==> src/rtl/cache_ctrl_fsm_pkg.sv <==
// Shared types and address-field constants for the direct-mapped write-back cache controller.
// The CACHE_STATS_EN build option is consumed by cache_ctrl_fsm, not by this package.
package cache_ctrl_fsm_pkg;

   localparam int TAG_LSB   = 14;
   localparam int INDEX_LSB = 4;
   localparam int WORD_LSB  = 2;
   localparam int TAG_W     = 18;
   localparam int INDEX_W   = 10;

   typedef struct packed {
      logic [31:0] addr;
      logic [31:0] data;
      logic        rw;
      logic        valid;
   } cpu_req_t;

   typedef struct packed {
      logic [31:0] data;
      logic        ready;
   } cpu_resp_t;

   typedef struct packed {
      logic [31:0]  addr;
      logic [127:0] data;
      logic         rw;
      logic         valid;
   } mem_req_t;

   typedef struct packed {
      logic [127:0] data;
      logic         ready;
   } mem_resp_t;

   typedef struct packed {
      logic             valid;
      logic             dirty;
      logic [TAG_W-1:0] tag;
   } cache_tag_t;

   typedef struct packed {
      logic [INDEX_W-1:0] index;
      logic               we;
   } cache_req_t;

   typedef logic [127:0] cache_data_t;

   typedef enum logic [2:0] {
      INIT,
      IDLE,
      COMPARE,
      WRITE_BACK,
      ALLOCATE
   } cache_state_t;

   function automatic logic [TAG_W-1:0] addr_tag(input logic [31:0] addr);
      return addr[TAG_LSB +: TAG_W];
   endfunction

   function automatic logic [INDEX_W-1:0] addr_index(input logic [31:0] addr);
      return addr[INDEX_LSB +: INDEX_W];
   endfunction

   function automatic logic [1:0] addr_word(input logic [31:0] addr);
      return addr[WORD_LSB +: 2];
   endfunction

endpackage

==> src/rtl/cache_ctrl_fsm_word_sel.sv <==
// Combinational 32-bit word extract from a cache line, and the line with one word replaced.
module cache_word_sel
   import cache_ctrl_fsm_pkg::*;
(
   input  cache_data_t line,
   input  logic [1:0]  word,
   input  logic [31:0] wdata,
   output logic [31:0] rd_word,
   output cache_data_t merged
);

   logic [6:0] bit_lsb;

   assign bit_lsb = {word, 5'b0};

   always_comb begin
      rd_word                 = line[bit_lsb +: 32];
      merged                  = line;
      merged[bit_lsb +: 32]   = wdata;
   end

endmodule

==> src/rtl/cache_ctrl_fsm.sv <==
// Direct-mapped write-back/write-allocate cache controller: tag-array sweep, lookup, victim write-back, refill.
// Define CACHE_STATS_EN to add the hit_count / miss_count / wb_count statistics ports.
module cache_ctrl_fsm
   import cache_ctrl_fsm_pkg::*;
#(
   parameter int NUM_LINES = 1024
`ifdef CACHE_STATS_EN
   ,parameter int STAT_W   = 32
`endif
)(
   input  logic        clk,
   input  logic        rst_n,
   input  cpu_req_t    cpu_req,
   output cpu_resp_t   cpu_res,
   output mem_req_t    mem_req,
   input  mem_resp_t   mem_data,
   output cache_req_t  tag_req,
   output cache_tag_t  tag_write,
   input  cache_tag_t  tag_read,
   output cache_req_t  data_req,
   output cache_data_t data_write,
   input  cache_data_t data_read
`ifdef CACHE_STATS_EN
   ,output logic [STAT_W-1:0] hit_count,
   output logic [STAT_W-1:0] miss_count,
   output logic [STAT_W-1:0] wb_count
`endif
);

   localparam logic [INDEX_W-1:0] LAST_IDX = INDEX_W'(NUM_LINES - 1);

   cache_state_t       state, next_state;
   logic [INDEX_W-1:0] cnt;
   cpu_req_t           req_q;
   logic [TAG_W-1:0]   req_tag;
   logic [INDEX_W-1:0] req_index;
   logic               hit;
   logic [31:0]        rd_word;
   cache_data_t        merged_line;
   logic               unused_req_bits;

   assign req_tag         = addr_tag(req_q.addr);
   assign req_index       = addr_index(req_q.addr);
   assign hit             = tag_read.valid && (tag_read.tag == req_tag);
   assign unused_req_bits = ^{req_q.addr[1:0], req_q.valid};

   cache_word_sel u_word_sel (
      .line    (data_read),
      .word    (addr_word(req_q.addr)),
      .wdata   (req_q.data),
      .rd_word (rd_word),
      .merged  (merged_line)
   );

   always_ff @(posedge clk) begin
      if (!rst_n) begin
         state <= INIT;
         cnt   <= '0;
      end else begin
         state <= next_state;
         if (state == INIT) cnt <= cnt + 1'b1;
      end
   end

   // Request data is only meaningful after capture, so it carries no reset.
   always_ff @(posedge clk) begin
      if (state == IDLE && cpu_req.valid) req_q <= cpu_req;
   end

   always_comb begin
      next_state     = state;
      cpu_res        = '0;
      mem_req        = '0;
      tag_req.index  = req_index;
      tag_req.we     = 1'b0;
      data_req.index = req_index;
      data_req.we    = 1'b0;
      tag_write      = '0;
      data_write     = '0;

      case (state)
         INIT: begin
            tag_req.index = cnt;
            tag_req.we    = 1'b1;
            if (cnt == LAST_IDX) next_state = IDLE;
         end
         IDLE: begin
            if (cpu_req.valid) next_state = COMPARE;
         end
         COMPARE: begin
            if (hit) begin
               cpu_res.ready = 1'b1;
               next_state    = IDLE;
               if (req_q.rw) begin
                  data_write  = merged_line;
                  tag_write   = {1'b1, 1'b1, req_tag};
                  tag_req.we  = 1'b1;
                  data_req.we = 1'b1;
               end else begin
                  cpu_res.data = rd_word;
               end
            end else if (tag_read.valid && tag_read.dirty) begin
               next_state = WRITE_BACK;
            end else begin
               next_state = ALLOCATE;
            end
         end
         WRITE_BACK: begin
            mem_req.addr  = {tag_read.tag, req_index, 4'h0};
            mem_req.data  = data_read;
            mem_req.rw    = 1'b1;
            mem_req.valid = 1'b1;
            if (mem_data.ready) next_state = ALLOCATE;
         end
         ALLOCATE: begin
            mem_req.addr  = {req_tag, req_index, 4'h0};
            mem_req.valid = 1'b1;
            // Line and tag land together; the following COMPARE then hits.
            if (mem_data.ready) begin
               data_write  = mem_data.data;
               tag_write   = {1'b1, 1'b0, req_tag};
               tag_req.we  = 1'b1;
               data_req.we = 1'b1;
               next_state  = COMPARE;
            end
         end
         default: next_state = INIT;
      endcase
   end

`ifdef CACHE_STATS_EN
   logic refill_q;
   logic hit_ev, miss_ev, wb_ev;

   assign hit_ev  = (state == COMPARE) && hit && !refill_q;
   assign miss_ev = (state == COMPARE) && !hit;
   assign wb_ev   = (state == COMPARE) && (next_state == WRITE_BACK);

   // refill_q marks the COMPARE that follows a refill so its hit is not counted.
   always_ff @(posedge clk) begin
      if (!rst_n) begin
         refill_q   <= 1'b0;
         hit_count  <= '0;
         miss_count <= '0;
         wb_count   <= '0;
      end else begin
         if (state == ALLOCATE && mem_data.ready) refill_q <= 1'b1;
         else if (state == COMPARE)              refill_q <= 1'b0;
         if (hit_ev)  hit_count  <= hit_count + 1'b1;
         if (miss_ev) miss_count <= miss_count + 1'b1;
         if (wb_ev)   wb_count   <= wb_count + 1'b1;
      end
   end
`endif

endmodule

==> config.mk <==
export PLATFORM = sky130hd
export DESIGN_NAME = cache_ctrl_fsm
export DESIGN_NICKNAME = d
export VERILOG_FILES = /design/src/rtl/cache_ctrl_fsm_pkg.sv /design/src/rtl/cache_ctrl_fsm_word_sel.sv /design/src/rtl/cache_ctrl_fsm.sv
export SDC_FILE = /design/constraint.sdc
export NUM_CORES = 1
export LEC_CHECK = 0
export CAP_MARGIN = 20
export CORE_AREA = 2 2 278 280
export DETAILED_ROUTE_END_ITERATION = 16
export DIE_AREA = 0 0 280 282
export GPL_TIMING_DRIVEN = 0
export SETUP_SLACK_MARGIN = 0.05
export SYNTH_ARGS = -nofsm -noshare
export SYNTH_HDL_FRONTEND = slang
export SYNTH_HIERARCHICAL = 1
export SYNTH_SLANG_ARGS = --single-unit
==> constraint.sdc <==
create_clock -name clk -period 8.8 [get_ports clk]
set_clock_uncertainty 0.1 [all_clocks]
set_input_delay 1.76 -clock clk [delete_from_list [all_inputs] [get_ports clk]]
set_output_delay 1.76 -clock clk [all_outputs]
set_load 0.01 [all_outputs]
==> results of run 1 <==
[area by class of cell]
cell class	count	area share
Tap cell	978	0.06762
Clock inverter	6	0.004149
Clock buffer	10	0.01321
Sequential cell	76	0.1189
Buffer	143	0.04646
Antenna cell	9	0.001245
Inverter	103	0.02136
Timing Repair Buffer	715	0.3991
Multi-Input combinational cell	736	0.3279
[flip-flops by register name, indices dropped and copies added, names as in the netlist]
| register | flops |
|---|---|
| data_req | 10 |
| req_q | 53 |
| cnt | 10 |
| state | 3 |
[metal layers]
| metal | vias up | global-route usage | share of wire |
|---|---|---|---|
| li1 | 5404 | - | - |
| met1 | 6088 | 0.2635 | 0.42 |
| met2 | 822 | 0.3439 | 0.47 |
| met3 | 125 | 0.04674 | 0.078 |
| met4 | 4 | 0.07007 | 0.032 |
| met5 | - | 0 | 0.00032 |
[Yosys cell counts, types with 4 or more instances]
cell	instances	area, µm²
sky130_fd_sc_hd__a22o_1	178	1559
sky130_fd_sc_hd__and3_1	130	813.3
sky130_fd_sc_hd__nand2_1	106	397.9
sky130_fd_sc_hd__inv_1	102	382.9
sky130_fd_sc_hd__clkbuf_1	71	266.5
sky130_fd_sc_hd__edfxtp_1	63	1892
sky130_fd_sc_hd__and2_1	42	262.8
sky130_fd_sc_hd__nand3_1	36	180.2
sky130_fd_sc_hd__o22ai_1	34	212.7
sky130_fd_sc_hd__mux4_2	32	720.7
sky130_fd_sc_hd__o22ai_2	30	375.4
sky130_fd_sc_hd__o32ai_2	30	488.0
sky130_fd_sc_hd__buf_2	26	130.1
sky130_fd_sc_hd__buf_4	20	150.1
sky130_fd_sc_hd__buf_6	19	214.0
sky130_fd_sc_hd__xor2_1	19	166.4
sky130_fd_sc_hd__o21a_1	18	135.1
sky130_fd_sc_hd__dfxtp_1	13	260.3
sky130_fd_sc_hd__nor2b_1	10	62.56
sky130_fd_sc_hd__nor2_1	8	30.03
sky130_fd_sc_hd__xnor2_1	8	70.07
sky130_fd_sc_hd__ha_1	6	75.07
sky130_fd_sc_hd__nor3_1	4	20.02
sky130_fd_sc_hd__nor4_2	4	50.05
[power by group]
part	total [mW]	internal [mW]	leakage [nW]	switching [mW]
logic	0.270	0.172	6.09	0.0979
clock network	0.451	0.234	0.152	0.217
registers	0.391	0.389	0.671	0.00154
total	1.11	0.796	6.91	0.316
[through the flow]
stage | setup WS [ns] | hold slack, ns | cells | util | area [µm²]
floorplan | 3.871 | 0.3738 | 1058 | - | 9306
global placement | 1.326 | 0.3930 | 2739 | 0.2321 | 17570
detailed placement | 1.829 | 0.4037 | 2750 | 0.2344 | 17740
CTS | 1.467 | 0.4130 | 2766 | 0.2386 | 18060
global route | 1.344 | 0.4432 | 2769 | 0.2388 | 18080
finish | 1.539 | 0.4078 | 2776 | 0.2391 | 18100
[worst register-to-register path: cells and delay by family, from the launching register on]
kind	cells	cell delay (ns)
simple gates	2	1.37
buf+inv	3	1.24
flops	1	0.30
[worst min path at each step]
stage | cells past startpoint | slack (ns) | endpoint | from
global route | 2 | 0.44 | cnt[1] | cnt[1]
CTS | 2 | 0.41 | cnt[1] | cnt[1]
detailed placement | 2 | 0.40 | cnt[1] | cnt[1]
global placement | 2 | 0.39 | cnt[1] | cnt[1]
finish | 2 | 0.41 | cnt[1] | cnt[1]
floorplan | 2 | 0.37 | cnt[1] | cnt[1]
[cells by family (layout without fill, tap and decap cells)]
family | count (synthesis) | in the layout
simple gates | 362 | 362
mux | 33 | 33
other cells | 1 | 13
buf+inv | 246 | 977
flops | 76 | 76
compound gates | 304 | 304
xor+xnor | 27 | 27
fa+ha+maj | 6 | 6
==> impl_metrics.xml, run 1 <==
<?xml version="1.0" encoding="UTF-8"?>
<metrics>
  <group name="run_status">
    <metric name="result_of_the_run" unit="">completed</metric>
  </group>
  <group name="clock_tree">
    <metric name="path_clk_slew" unit="ns">0.07</metric>
    <metric name="tritoncts_clock_tree" unit="">yes</metric>
    <metric name="root_buffer" unit="">sky130_fd_sc_hd__clkbuf_16</metric>
    <metric name="insertion_delay" unit="ns">0.38</metric>
    <metric name="cts-htree-levels" unit="">3</metric>
    <metric name="clock-sinks" unit="">76</metric>
    <metric name="cts_inserted_buffers" unit="">9</metric>
    <metric name="hold_bufs_inserted_after_cts" unit="">0</metric>
    <metric name="cts.repair.resized" unit="">0</metric>
    <metric name="number_of_setup_buffers_added_after_cts" unit="">0</metric>
    <metric name="max-clock-path-buffers" unit="">2</metric>
  </group>
  <group name="pwr">
    <metric name="cellPowerDensity" unit="nW/µm²">61.46</metric>
    <metric name="total_power_consumption" unit="mW">1.112</metric>
    <metric name="static-leakage-power" unit="nW">6.912</metric>
    <metric name="vdd.ir_drop.worst" unit="µV">70.68</metric>
  </group>
  <group name="route">
    <metric name="detailroute.via_count" unit="">12440</metric>
    <metric name="drt_first_pass_iters" unit="">7</metric>
    <metric name="final_antenna_net_count" unit="">0</metric>
    <metric name="post_drt_via_cell_ratio" unit="">4.482</metric>
    <metric name="drt-wirelength-per-cell" unit="µm">30.88</metric>
    <metric name="remaining_drc_errors" unit="">0</metric>
    <metric name="first_iter_violations" unit="">1110</metric>
    <metric name="drt_wl_total" unit="mm">85.71</metric>
  </group>
  <group name="cells_and_area">
    <metric name="final_common_cell" unit="">sky130_fd_sc_hd__clkdlybuf4s50_1</metric>
    <metric name="area.sequential" unit="µm²">2152</metric>
    <metric name="multi_input_comb_area" unit="µm²">5934</metric>
    <metric name="area.growth.synth_to_final" unit="%">94.68</metric>
    <metric name="fillCellCount" unit="">8308</metric>
    <metric name="layout.cells.most_common_list" unit="">sky130_fd_sc_hd__clkdlybuf4s50_1 (703), sky130_fd_sc_hd__a22o_1 (178), sky130_fd_sc_hd__and3_1 (130)</metric>
    <metric name="nNetsFinal" unit="">2135</metric>
    <metric name="drive_gt1_frac" unit="">0.1157</metric>
  </group>
  <group name="yosys">
    <metric name="area_fraction_in_compound_gates_after_synthesis" unit="">0.3096</metric>
    <metric name="syn-mean-instance-area" unit="µm²">8.811</metric>
    <metric name="ys_seq_area_frac" unit="">0.2315</metric>
    <metric name="synth_edf_count" unit="">63</metric>
    <metric name="synthesis.instances" unit="">1055</metric>
    <metric name="flop_and_latch_count_out_of_synthesis" unit="">76</metric>
    <metric name="synth-warning-count" unit="">6</metric>
    <metric name="synth-xor-area-share" unit="">0.02544</metric>
    <metric name="asyncSetResetFlopFracSynth" unit="">0</metric>
    <metric name="synthAdderAreaFrac" unit="">0.008076</metric>
    <metric name="synth.mux.area_fraction" unit="">0.07861</metric>
    <metric name="synth-main-ff-cell" unit="">sky130_fd_sc_hd__edfxtp_1</metric>
    <metric name="synth_area" unit="µm²">9295</metric>
    <metric name="synth-simple-area-share" unit="">0.2147</metric>
    <metric name="synth_top_family_by_area" unit="">compound AO/OA/AOI/OAI gates</metric>
    <metric name="synth_cell_types" unit="">53</metric>
  </group>
  <group name="worst_setup_path">
    <metric name="timing.critical_path.slowest_stage_cell" unit="">sky130_fd_sc_hd__buf_2</metric>
    <metric name="path_depth" unit="">12</metric>
    <metric name="timing.rr.start" unit="">state[0]</metric>
    <metric name="critical_path.top_delay_family" unit="">buffers and inverters</metric>
    <metric name="cp.buffers_inverters" unit="">8</metric>
    <metric name="crit_arrival" unit="ns">5.40</metric>
    <metric name="critical_path.cell_chain" unit="">buf_2 &gt; buf_4 &gt; buf_4 &gt; inv_2 &gt; ha_1 &gt; buf_6 &gt; nor4bb_1 &gt; clkbuf_1 &gt; buf_2 &gt; a22o_1 &gt; a22o_1 &gt; clkdlybuf4s50_1</metric>
    <metric name="critical_path.startpoint_type" unit="">register</metric>
    <metric name="slowest_cell_delay_on_critical_path" unit="ns">0.67</metric>
    <metric name="last_element_of_the_critical_path" unit="">data_write[31]</metric>
    <metric name="reg2reg_to" unit="">req_q[37]</metric>
    <metric name="critical_path_peak_fanout" unit="">10</metric>
    <metric name="critPathKind" unit="">register to output pin</metric>
    <metric name="reg2regPathDepth" unit="">5</metric>
    <metric name="critPathRequiredTime" unit="ns">6.94</metric>
    <metric name="critPathCaptureType" unit="">output pin</metric>
    <metric name="worst_setup_path_startpoint" unit="">req_q[36]</metric>
    <metric name="worst_case_register_to_register_setup_slack" unit="ns">5.40</metric>
  </group>
  <group name="die">
    <metric name="chipWidth" unit="µm">280</metric>
    <metric name="design.die.area" unit="µm²">78960</metric>
    <metric name="floorplan.io_pins" unit="">710</metric>
    <metric name="num_rows" unit="">101</metric>
    <metric name="design.core.area" unit="µm²">75700</metric>
    <metric name="initial_utilization" unit="">0.1228</metric>
    <metric name="die_h" unit="µm">282</metric>
  </group>
  <group name="global_routing">
    <metric name="via_count_of_the_first_global_routing_pass" unit="">12320</metric>
    <metric name="total_global_route_track_usage" unit="">0.2071</metric>
    <metric name="number_of_antenna_violations_at_the_first_check_in_global_routing" unit="">18</metric>
    <metric name="wire_length_of_the_first_global_routing_pass" unit="mm">110.1</metric>
    <metric name="total_overflow_reported_by_the_global_router" unit="">0</metric>
    <metric name="pin_count_of_the_biggest_net_entering_global_routing" unit="">41</metric>
  </group>
  <group name="place">
    <metric name="globalplace.congestion" unit="">0.9533</metric>
    <metric name="hpwlAfterDp" unit="mm">70.13</metric>
    <metric name="portBuffers" unit="">703</metric>
  </group>
  <group name="timing">
    <metric name="count_of_final_hold_check_violations" unit="">0</metric>
    <metric name="clock.fmax" unit="MHz">137.7</metric>
    <metric name="final.period_utilization" unit="">0.8251</metric>
    <metric name="period_needed" unit="ns">7.261</metric>
    <metric name="max_slew.worst_pin.slew" unit="ns">1.250</metric>
    <metric name="rsz0062_at_grt" unit="">no</metric>
    <metric name="finalSetupTns" unit="ns">0</metric>
    <metric name="slew_hr" unit="">0.1668</metric>
    <metric name="finalSetupViolations" unit="">0</metric>
    <metric name="timing_max_transition_violations_final" unit="">0</metric>
  </group>
  <group name="worst_hold_path">
    <metric name="timing.hold.worst.class" unit="">register to register</metric>
  </group>
  <group name="job">
    <metric name="maxCapViolCount" unit="">0</metric>
  </group>
</metrics>
(Power assumes the default switching activity.)
==> run 2, diff against run 1 <==
--- a/config.mk
+++ b/config.mk
@@ -6,9 +6,9 @@
 export NUM_CORES = 1
 export LEC_CHECK = 0
 export CAP_MARGIN = 20
-export CORE_AREA = 2 2 278 280
+export CORE_AREA = 2 2 273 275
 export DETAILED_ROUTE_END_ITERATION = 16
-export DIE_AREA = 0 0 280 282
+export DIE_AREA = 0 0 275 277
 export GPL_TIMING_DRIVEN = 0
 export SETUP_SLACK_MARGIN = 0.05
 export SYNTH_ARGS = -nofsm -noshare
==> constraint.sdc (replaced) <==
create_clock -name clk -period 7.45 [get_ports clk]
set_clock_uncertainty 0.1 [all_clocks]
set_input_delay 1.49 -clock clk [delete_from_list [all_inputs] [get_ports clk]]
set_output_delay 1.49 -clock clk [all_outputs]
set_load 0.01 [all_outputs]
==> run 2 against run 1 <==
Total power rose by 20%; die area fell by 3.5%; non-clock buffer count fell by 2; clock power rose by 21%; critical path depth fell by 1; count of clock-buffer cells in the layout fell by 1; via count rose by 1.4%; hold slack improved by 0.0062 ns; first-iteration DRC count rose by 2.9%; register-to-register slack got worse by 0.94 ns.
==> impl_metrics.xml, run 2 (synthesis results as in run 1) <==
<?xml version="1.0" encoding="UTF-8"?>
<metrics>
  <group name="place">
    <metric name="dpl_cell_area" unit="µm²">17730</metric>
    <metric name="hpwlAfterDp" unit="mm">71.34</metric>
    <metric name="portBuffers" unit="">703</metric>
    <metric name="globalplace.congestion" unit="">0.9376</metric>
    <metric name="placed_cells" unit="">2739</metric>
    <metric name="placement.setup.worst_slack" unit="ns">0.7756</metric>
  </group>
  <group name="cells_and_area">
    <metric name="nNetsFinal" unit="">2133</metric>
    <metric name="layout.cells.most_common_list" unit="">sky130_fd_sc_hd__clkdlybuf4s50_1 (703), sky130_fd_sc_hd__a22o_1 (178), sky130_fd_sc_hd__and3_1 (130)</metric>
    <metric name="fin_area" unit="µm²">18090</metric>
    <metric name="final_common_cell" unit="">sky130_fd_sc_hd__clkdlybuf4s50_1</metric>
    <metric name="largest_reg_flops" unit="">53</metric>
    <metric name="fillCellCount" unit="">8045</metric>
    <metric name="area.growth.synth_to_final" unit="%">94.59</metric>
    <metric name="largest_register" unit="">req_q</metric>
    <metric name="drive_gt1_frac" unit="">0.1142</metric>
    <metric name="stdcell_count" unit="">2768</metric>
  </group>
  <group name="global_routing">
    <metric name="pin_count_of_the_biggest_net_entering_global_routing" unit="">44</metric>
    <metric name="total_overflow_reported_by_the_global_router" unit="">0</metric>
    <metric name="number_of_antenna_violations_at_the_first_check_in_global_routing" unit="">15</metric>
    <metric name="via_count_of_the_first_global_routing_pass" unit="">12690</metric>
    <metric name="total_global_route_track_usage" unit="">0.2246</metric>
    <metric name="wire_length_of_the_first_global_routing_pass" unit="mm">114.6</metric>
  </group>
  <group name="clock_tree">
    <metric name="cts_inserted_buffers" unit="">9</metric>
    <metric name="clock-sinks" unit="">76</metric>
    <metric name="insertion_delay" unit="ns">0.39</metric>
    <metric name="max-clock-path-buffers" unit="">2</metric>
    <metric name="path_clk_slew" unit="ns">0.08</metric>
    <metric name="cts-htree-levels" unit="">3</metric>
    <metric name="root_buffer" unit="">sky130_fd_sc_hd__clkbuf_16</metric>
    <metric name="hold_bufs_inserted_after_cts" unit="">0</metric>
    <metric name="cts.repair.resized" unit="">0</metric>
    <metric name="tritoncts_clock_tree" unit="">yes</metric>
    <metric name="number_of_setup_buffers_added_after_cts" unit="">0</metric>
  </group>
  <group name="pwr">
    <metric name="cellPowerDensity" unit="nW/µm²">73.51</metric>
    <metric name="static-leakage-power" unit="nW">6.911</metric>
    <metric name="total_power_consumption" unit="mW">1.330</metric>
    <metric name="vdd.ir_drop.worst" unit="µV">88.53</metric>
  </group>
  <group name="timing">
    <metric name="slew_hr" unit="">0.2301</metric>
    <metric name="rsz0062_at_grt" unit="">no</metric>
    <metric name="max_slew.worst_pin.slew" unit="ns">1.155</metric>
    <metric name="timing_max_transition_violations_final" unit="">0</metric>
    <metric name="finalSetupViolations" unit="">0</metric>
    <metric name="period_needed" unit="ns">7.256</metric>
    <metric name="finalSetupTns" unit="ns">0</metric>
    <metric name="clock.fmax" unit="MHz">137.8</metric>
    <metric name="final.period_utilization" unit="">0.9739</metric>
    <metric name="fin_ws" unit="ns">0.1944</metric>
    <metric name="count_of_final_hold_check_violations" unit="">0</metric>
  </group>
  <group name="job">
    <metric name="maxCapViolCount" unit="">0</metric>
  </group>
  <group name="route">
    <metric name="post_drt_via_cell_ratio" unit="">4.559</metric>
    <metric name="final_antenna_net_count" unit="">0</metric>
    <metric name="detailroute.via_count" unit="">12620</metric>
    <metric name="drt_first_pass_iters" unit="">5</metric>
    <metric name="drt_wl_total" unit="mm">88.97</metric>
    <metric name="remaining_drc_errors" unit="">0</metric>
    <metric name="drt-wirelength-per-cell" unit="µm">32.14</metric>
    <metric name="first_iter_violations" unit="">1142</metric>
  </group>
  <group name="run_status">
    <metric name="result_of_the_run" unit="">completed</metric>
  </group>
  <group name="die">
    <metric name="die_h" unit="µm">277</metric>
    <metric name="initial_utilization" unit="">0.1263</metric>
    <metric name="design.die.area" unit="µm²">76180</metric>
    <metric name="design.core.area" unit="µm²">73570</metric>
    <metric name="floorplan.io_pins" unit="">710</metric>
    <metric name="chipWidth" unit="µm">275</metric>
    <metric name="num_rows" unit="">100</metric>
  </group>
  <group name="worst_setup_path">
    <metric name="critPathRequiredTime" unit="ns">5.86</metric>
    <metric name="worst_setup_path_startpoint" unit="">req_q[37]</metric>
    <metric name="timing.rr.start" unit="">state[0]</metric>
    <metric name="critical_path.cell_chain" unit="">clkbuf_1 &gt; clkbuf_1 &gt; buf_16 &gt; inv_1 &gt; ha_1 &gt; clkbuf_1 &gt; buf_1 &gt; nand3_1 &gt; o22ai_1 &gt; a22o_1 &gt; clkdlybuf4s50_1</metric>
    <metric name="crit_arrival" unit="ns">5.67</metric>
    <metric name="critPathKind" unit="">register to output pin</metric>
    <metric name="critical_path_peak_fanout" unit="">10</metric>
    <metric name="timing.critical_path.slowest_stage_cell" unit="">sky130_fd_sc_hd__buf_1</metric>
    <metric name="critical_path.startpoint_type" unit="">register</metric>
    <metric name="critical-path-top-cell-by-count" unit="">sky130_fd_sc_hd__clkbuf_1</metric>
    <metric name="critPathCaptureType" unit="">output pin</metric>
    <metric name="worst_case_register_to_register_setup_slack" unit="ns">4.46</metric>
    <metric name="reg2reg_to" unit="">req_q[29]</metric>
    <metric name="reg2regPathDepth" unit="">6</metric>
    <metric name="slowest_cell_delay_on_critical_path" unit="ns">0.86</metric>
  </group>
  <group name="worst_hold_path">
    <metric name="worstHoldEndpoint" unit="">cnt[1]</metric>
    <metric name="worst_hold_startpoint" unit="">cnt[1]</metric>
    <metric name="hold_path_depth" unit="">2</metric>
    <metric name="timing.hold.worst.class" unit="">register to register</metric>
  </group>
</metrics>
run 2: report_power, final:
part	switching, mW	leakage (nW)	internal [mW]
Combinational	0.118	6.09	0.203
Clock	0.275	0.152	0.271
Sequential	0.00175	0.671	0.460
run 2: how the worst max path moves through the flow:
stage	to	cells after the start
global placement	cpu_res[2]	8
floorplan	data_write[46]	7
CTS	data_write[62]	11
global route	data_write[63]	11
detailed placement	data_write[62]	11
finish	data_write[63]	11
run 2: area by class of cell:
| class | instances | area, µm² | share of cell area |
|---|---|---|---|
| Timing Repair Buffer | 713 | 7209 | 0.3986 |
| Multi-Input combinational cell | 736 | 5943 | 0.3286 |
| Sequential cell | 76 | 2152 | 0.1190 |
| Tap cell | 969 | 1212 | 0.06703 |
| Buffer | 143 | 839.6 | 0.04642 |
| Inverter | 103 | 386.6 | 0.02138 |
| Clock buffer | 9 | 225.2 | 0.01245 |
| Clock inverter | 7 | 88.84 | 0.004911 |
| Antenna cell | 12 | 30.03 | 0.001660 |
run 2: worst max-delay path: cells and delay by family, from the launching register on:
family	cells	cell delay, ns
AOI/OAI and AO/OA	2	1.06
DFF	1	0.43
and+or+nand+nor	1	0.16
adders and majority gates	1	0.16
buffers and inverters	7	3.43
run 2: per-stage QoR:
stage | utilization | hold slack (ns)
2_1_floorplan | - | 0.3738
3_3_place_gp | 0.2386 | 0.4017
3_5_place_dp | 0.2410 | 0.4033
4_1_cts | 0.2453 | 0.4154
5_1_grt | 0.2455 | 0.4546
6_report | 0.2459 | 0.4140
run 2: metal layers:
| metal | global-route usage | wire length [µm] | up-vias |
|---|---|---|---|
| li1 | - | - | 5408 |
| met1 | 0.2775 | 36800 | 6159 |
| met2 | 0.3705 | 41530 | 898 |
| met3 | 0.05497 | 7225 | 150 |
| met4 | 0.09175 | 3390 | 4 |
| met5 | 0 | 23 | - |
==> run 3, diff against run 2 <==
--- a/config.mk
+++ b/config.mk
@@ -10,6 +10,7 @@
 export DETAILED_ROUTE_END_ITERATION = 16
 export DIE_AREA = 0 0 275 277
 export GPL_TIMING_DRIVEN = 0
+export RECOVER_POWER = 100
 export SETUP_SLACK_MARGIN = 0.05
 export SYNTH_ARGS = -nofsm -noshare
 export SYNTH_HDL_FRONTEND = slang
==> run 3 against run 2 <==
The run now ends with max-capacitance violations, max-slew violations left; first-iteration DRC count fell by 11%; largest power group unchanged; critical path type unchanged; sequential share of layout area rose by 0.083 points; critical path depth did not move; critical endpoint unchanged; die area did not move.
==> impl_metrics.xml, run 3 (synthesis results as in run 1) <==
<?xml version="1.0" encoding="UTF-8"?>
<metrics>
  <group name="worst_setup_path">
    <metric name="critPathCaptureType" unit="">output pin</metric>
    <metric name="crit_arrival" unit="ns">5.70</metric>
    <metric name="reg2reg_to" unit="">data_req[8]</metric>
    <metric name="last_element_of_the_critical_path" unit="">data_write[63]</metric>
    <metric name="critical_path_peak_fanout" unit="">10</metric>
    <metric name="worst_case_register_to_register_setup_slack" unit="ns">1.39</metric>
    <metric name="critical_path.startpoint_type" unit="">register</metric>
    <metric name="timing.rr.start" unit="">state[0]</metric>
    <metric name="worst_setup_path_startpoint" unit="">req_q[37]</metric>
    <metric name="reg2regPathDepth" unit="">6</metric>
    <metric name="critPathRequiredTime" unit="ns">5.86</metric>
    <metric name="critPathKind" unit="">register to output pin</metric>
  </group>
  <group name="clock_tree">
    <metric name="insertion_delay" unit="ns">0.39</metric>
    <metric name="path_clk_slew" unit="ns">0.08</metric>
    <metric name="root_buffer" unit="">sky130_fd_sc_hd__clkbuf_16</metric>
    <metric name="hold_bufs_inserted_after_cts" unit="">0</metric>
    <metric name="max-clock-path-buffers" unit="">2</metric>
    <metric name="number_of_setup_buffers_added_after_cts" unit="">0</metric>
    <metric name="clock-sinks" unit="">76</metric>
    <metric name="cts-htree-levels" unit="">3</metric>
    <metric name="cts.repair.resized" unit="">0</metric>
    <metric name="cts_inserted_buffers" unit="">9</metric>
    <metric name="tritoncts_clock_tree" unit="">yes</metric>
  </group>
  <group name="global_routing">
    <metric name="pin_count_of_the_biggest_net_entering_global_routing" unit="">44</metric>
    <metric name="number_of_antenna_violations_at_the_first_check_in_global_routing" unit="">17</metric>
    <metric name="via_count_of_the_first_global_routing_pass" unit="">12690</metric>
    <metric name="total_overflow_reported_by_the_global_router" unit="">0</metric>
    <metric name="total_global_route_track_usage" unit="">0.2246</metric>
    <metric name="grt_util_met1" unit="">0.2775</metric>
    <metric name="globalRouteMet2Util" unit="">0.3705</metric>
    <metric name="wire_length_of_the_first_global_routing_pass" unit="mm">114.6</metric>
    <metric name="grt_use_met3" unit="">0.05497</metric>
    <metric name="grt_most_used_layer" unit="">met2</metric>
  </group>
  <group name="pwr">
    <metric name="vdd.ir_drop.worst" unit="µV">88.91</metric>
    <metric name="static-leakage-power" unit="nW">7.986</metric>
    <metric name="cellPowerDensity" unit="nW/µm²">73.55</metric>
    <metric name="total_power_consumption" unit="mW">1.321</metric>
  </group>
  <group name="die">
    <metric name="chipWidth" unit="µm">275</metric>
    <metric name="design.core.area" unit="µm²">73570</metric>
    <metric name="floorplan.io_pins" unit="">710</metric>
    <metric name="die_h" unit="µm">277</metric>
    <metric name="design.die.area" unit="µm²">76180</metric>
    <metric name="initial_utilization" unit="">0.1263</metric>
    <metric name="num_rows" unit="">100</metric>
  </group>
  <group name="timing">
    <metric name="finalSetupViolations" unit="">0</metric>
    <metric name="fin_ws" unit="ns">0.1563</metric>
    <metric name="slew_hr" unit="">-1.075</metric>
    <metric name="rsz0062_at_grt" unit="">no</metric>
    <metric name="timing_max_transition_violations_final" unit="">44</metric>
    <metric name="period_needed" unit="ns">7.294</metric>
    <metric name="max_slew.worst_pin.slew" unit="ns">3.112</metric>
    <metric name="finalSetupTns" unit="ns">0</metric>
    <metric name="count_of_final_hold_check_violations" unit="">0</metric>
    <metric name="final.period_utilization" unit="">0.9790</metric>
    <metric name="clock.fmax" unit="MHz">137.1</metric>
  </group>
  <group name="route">
    <metric name="drt_wl_total" unit="mm">88.66</metric>
    <metric name="post_drt_via_cell_ratio" unit="">4.542</metric>
    <metric name="drt-wirelength-per-cell" unit="µm">32.05</metric>
    <metric name="drt_first_pass_iters" unit="">5</metric>
    <metric name="remaining_drc_errors" unit="">0</metric>
    <metric name="final_antenna_net_count" unit="">0</metric>
    <metric name="first_iter_violations" unit="">1015</metric>
    <metric name="detailroute.via_count" unit="">12560</metric>
  </group>
  <group name="run_status">
    <metric name="failed_checks" unit="">max-capacitance violations, max-slew violations</metric>
    <metric name="result_of_the_run" unit="">complete, but fails checks</metric>
  </group>
  <group name="cells_and_area">
    <metric name="largest_register" unit="">req_q</metric>
    <metric name="drive_gt1_frac" unit="">0.1063</metric>
    <metric name="stdcell_count" unit="">2766</metric>
    <metric name="largest_reg_flops" unit="">53</metric>
    <metric name="final_common_cell" unit="">sky130_fd_sc_hd__dlygate4sd3_1</metric>
    <metric name="layout.cells.most_common_list" unit="">sky130_fd_sc_hd__dlygate4sd3_1 (389), sky130_fd_sc_hd__clkdlybuf4s50_1 (314), sky130_fd_sc_hd__a22o_1 (178)</metric>
    <metric name="fillCellCount" unit="">8060</metric>
    <metric name="nNetsFinal" unit="">2133</metric>
    <metric name="area.growth.synth_to_final" unit="%">93.24</metric>
  </group>
  <group name="worst_hold_path">
    <metric name="timing.hold.worst.class" unit="">register to register</metric>
  </group>
  <group name="place">
    <metric name="portBuffers" unit="">703</metric>
    <metric name="placement.setup.worst_slack" unit="ns">0.7756</metric>
    <metric name="placed_cells" unit="">2739</metric>
    <metric name="globalplace.congestion" unit="">0.9376</metric>
    <metric name="hpwlAfterDp" unit="mm">71.34</metric>
  </group>
  <group name="job">
    <metric name="maxCapViolCount" unit="">1</metric>
  </group>
</metrics>
run 3: cell types whose count changed in the layout (fill, tap and decap cells not counted), moves of 2 or more:
cell                              before  now
sky130_fd_sc_hd__and2_1               42   34
sky130_fd_sc_hd__dlygate4sd3_1         0  389
sky130_fd_sc_hd__nor3_2                2    0
sky130_fd_sc_hd__nor3_1                4    6
sky130_fd_sc_hd__and2_0                0    8
sky130_fd_sc_hd__clkbuf_2              3   11
sky130_fd_sc_hd__clkdlybuf4s50_1     703  314
sky130_fd_sc_hd__buf_6                21   12
sky130_fd_sc_hd__diode_2              12   10
sky130_fd_sc_hd__buf_2                26   21
sky130_fd_sc_hd__clkbuf_1             69   79
sky130_fd_sc_hd__buf_4                21   19
run 3: per-layer routing:
| layer | wire (µm) | share of wire |
|---|---|---|
| met1 | 36410 | 0.41 |
| met2 | 41130 | 0.46 |
| met3 | 7420 | 0.084 |
| met4 | 3672 | 0.041 |
| met5 | 23 | 0.00026 |
run 3: how the worst min path moves through the flow:
stage               endpoint  slack [ns]   start  cells after the start
CTS                   cnt[1]        0.42  cnt[1]                      2
global route          cnt[1]        0.45  cnt[1]                      2
finish                cnt[1]        0.41  cnt[1]                      2
global placement      cnt[1]        0.40  cnt[1]                      2
floorplan             cnt[1]        0.37  cnt[1]                      2
detailed placement    cnt[1]        0.40  cnt[1]                      2
run 3: worst max-delay path, cell delays in order (launching register included):
cell and delay [ns]:
sky130_fd_sc_hd__edfxtp_1 0.43, sky130_fd_sc_hd__clkbuf_1 0.44, sky130_fd_sc_hd__clkbuf_1 0.46, sky130_fd_sc_hd__buf_16 0.28
sky130_fd_sc_hd__inv_1 0.11, sky130_fd_sc_hd__ha_1 0.15, sky130_fd_sc_hd__clkbuf_1 0.65, sky130_fd_sc_hd__clkbuf_1 0.89
sky130_fd_sc_hd__nand3_1 0.15, sky130_fd_sc_hd__o22ai_1 0.85, sky130_fd_sc_hd__a22o_1 0.26, sky130_fd_sc_hd__dlygate4sd3_1 0.60
run 3: area by class of cell:
class / instances / area [µm²] / share of cell area
timing repair buffer: 713 / 7174 / 0.3994
multi-input combinational: 736 / 5918 / 0.3295
sequential: 76 / 2152 / 0.1198
tap: 969 / 1212 / 0.06750
buffer: 143 / 779.5 / 0.04340
inverter: 103 / 386.6 / 0.02152
clock buffer: 9 / 225.2 / 0.01254
clock inverter: 7 / 88.84 / 0.004946
antenna: 10 / 25.02 / 0.001393
run 3: where the power goes:
group          internal, mW  switching (mW)  total, mW  leakage [nW]
Combinational         0.196           0.118      0.314          7.16
Sequential            0.460         0.00171      0.462         0.671
Clock                 0.271           0.275      0.545         0.152
Total                 0.927           0.394       1.32          7.99
run 3: per-stage QoR:
stage | util | area [µm²] | hold slack [ns]
6_report | 0.2442 | 17960 | 0.4118
3_3_place_gp | 0.2386 | 17560 | 0.4017
2_1_floorplan | - | 9306 | 0.3738
3_5_place_dp | 0.2410 | 17730 | 0.4033
5_1_grt | 0.2439 | 17950 | 0.4541
4_1_cts | 0.2453 | 18050 | 0.4154
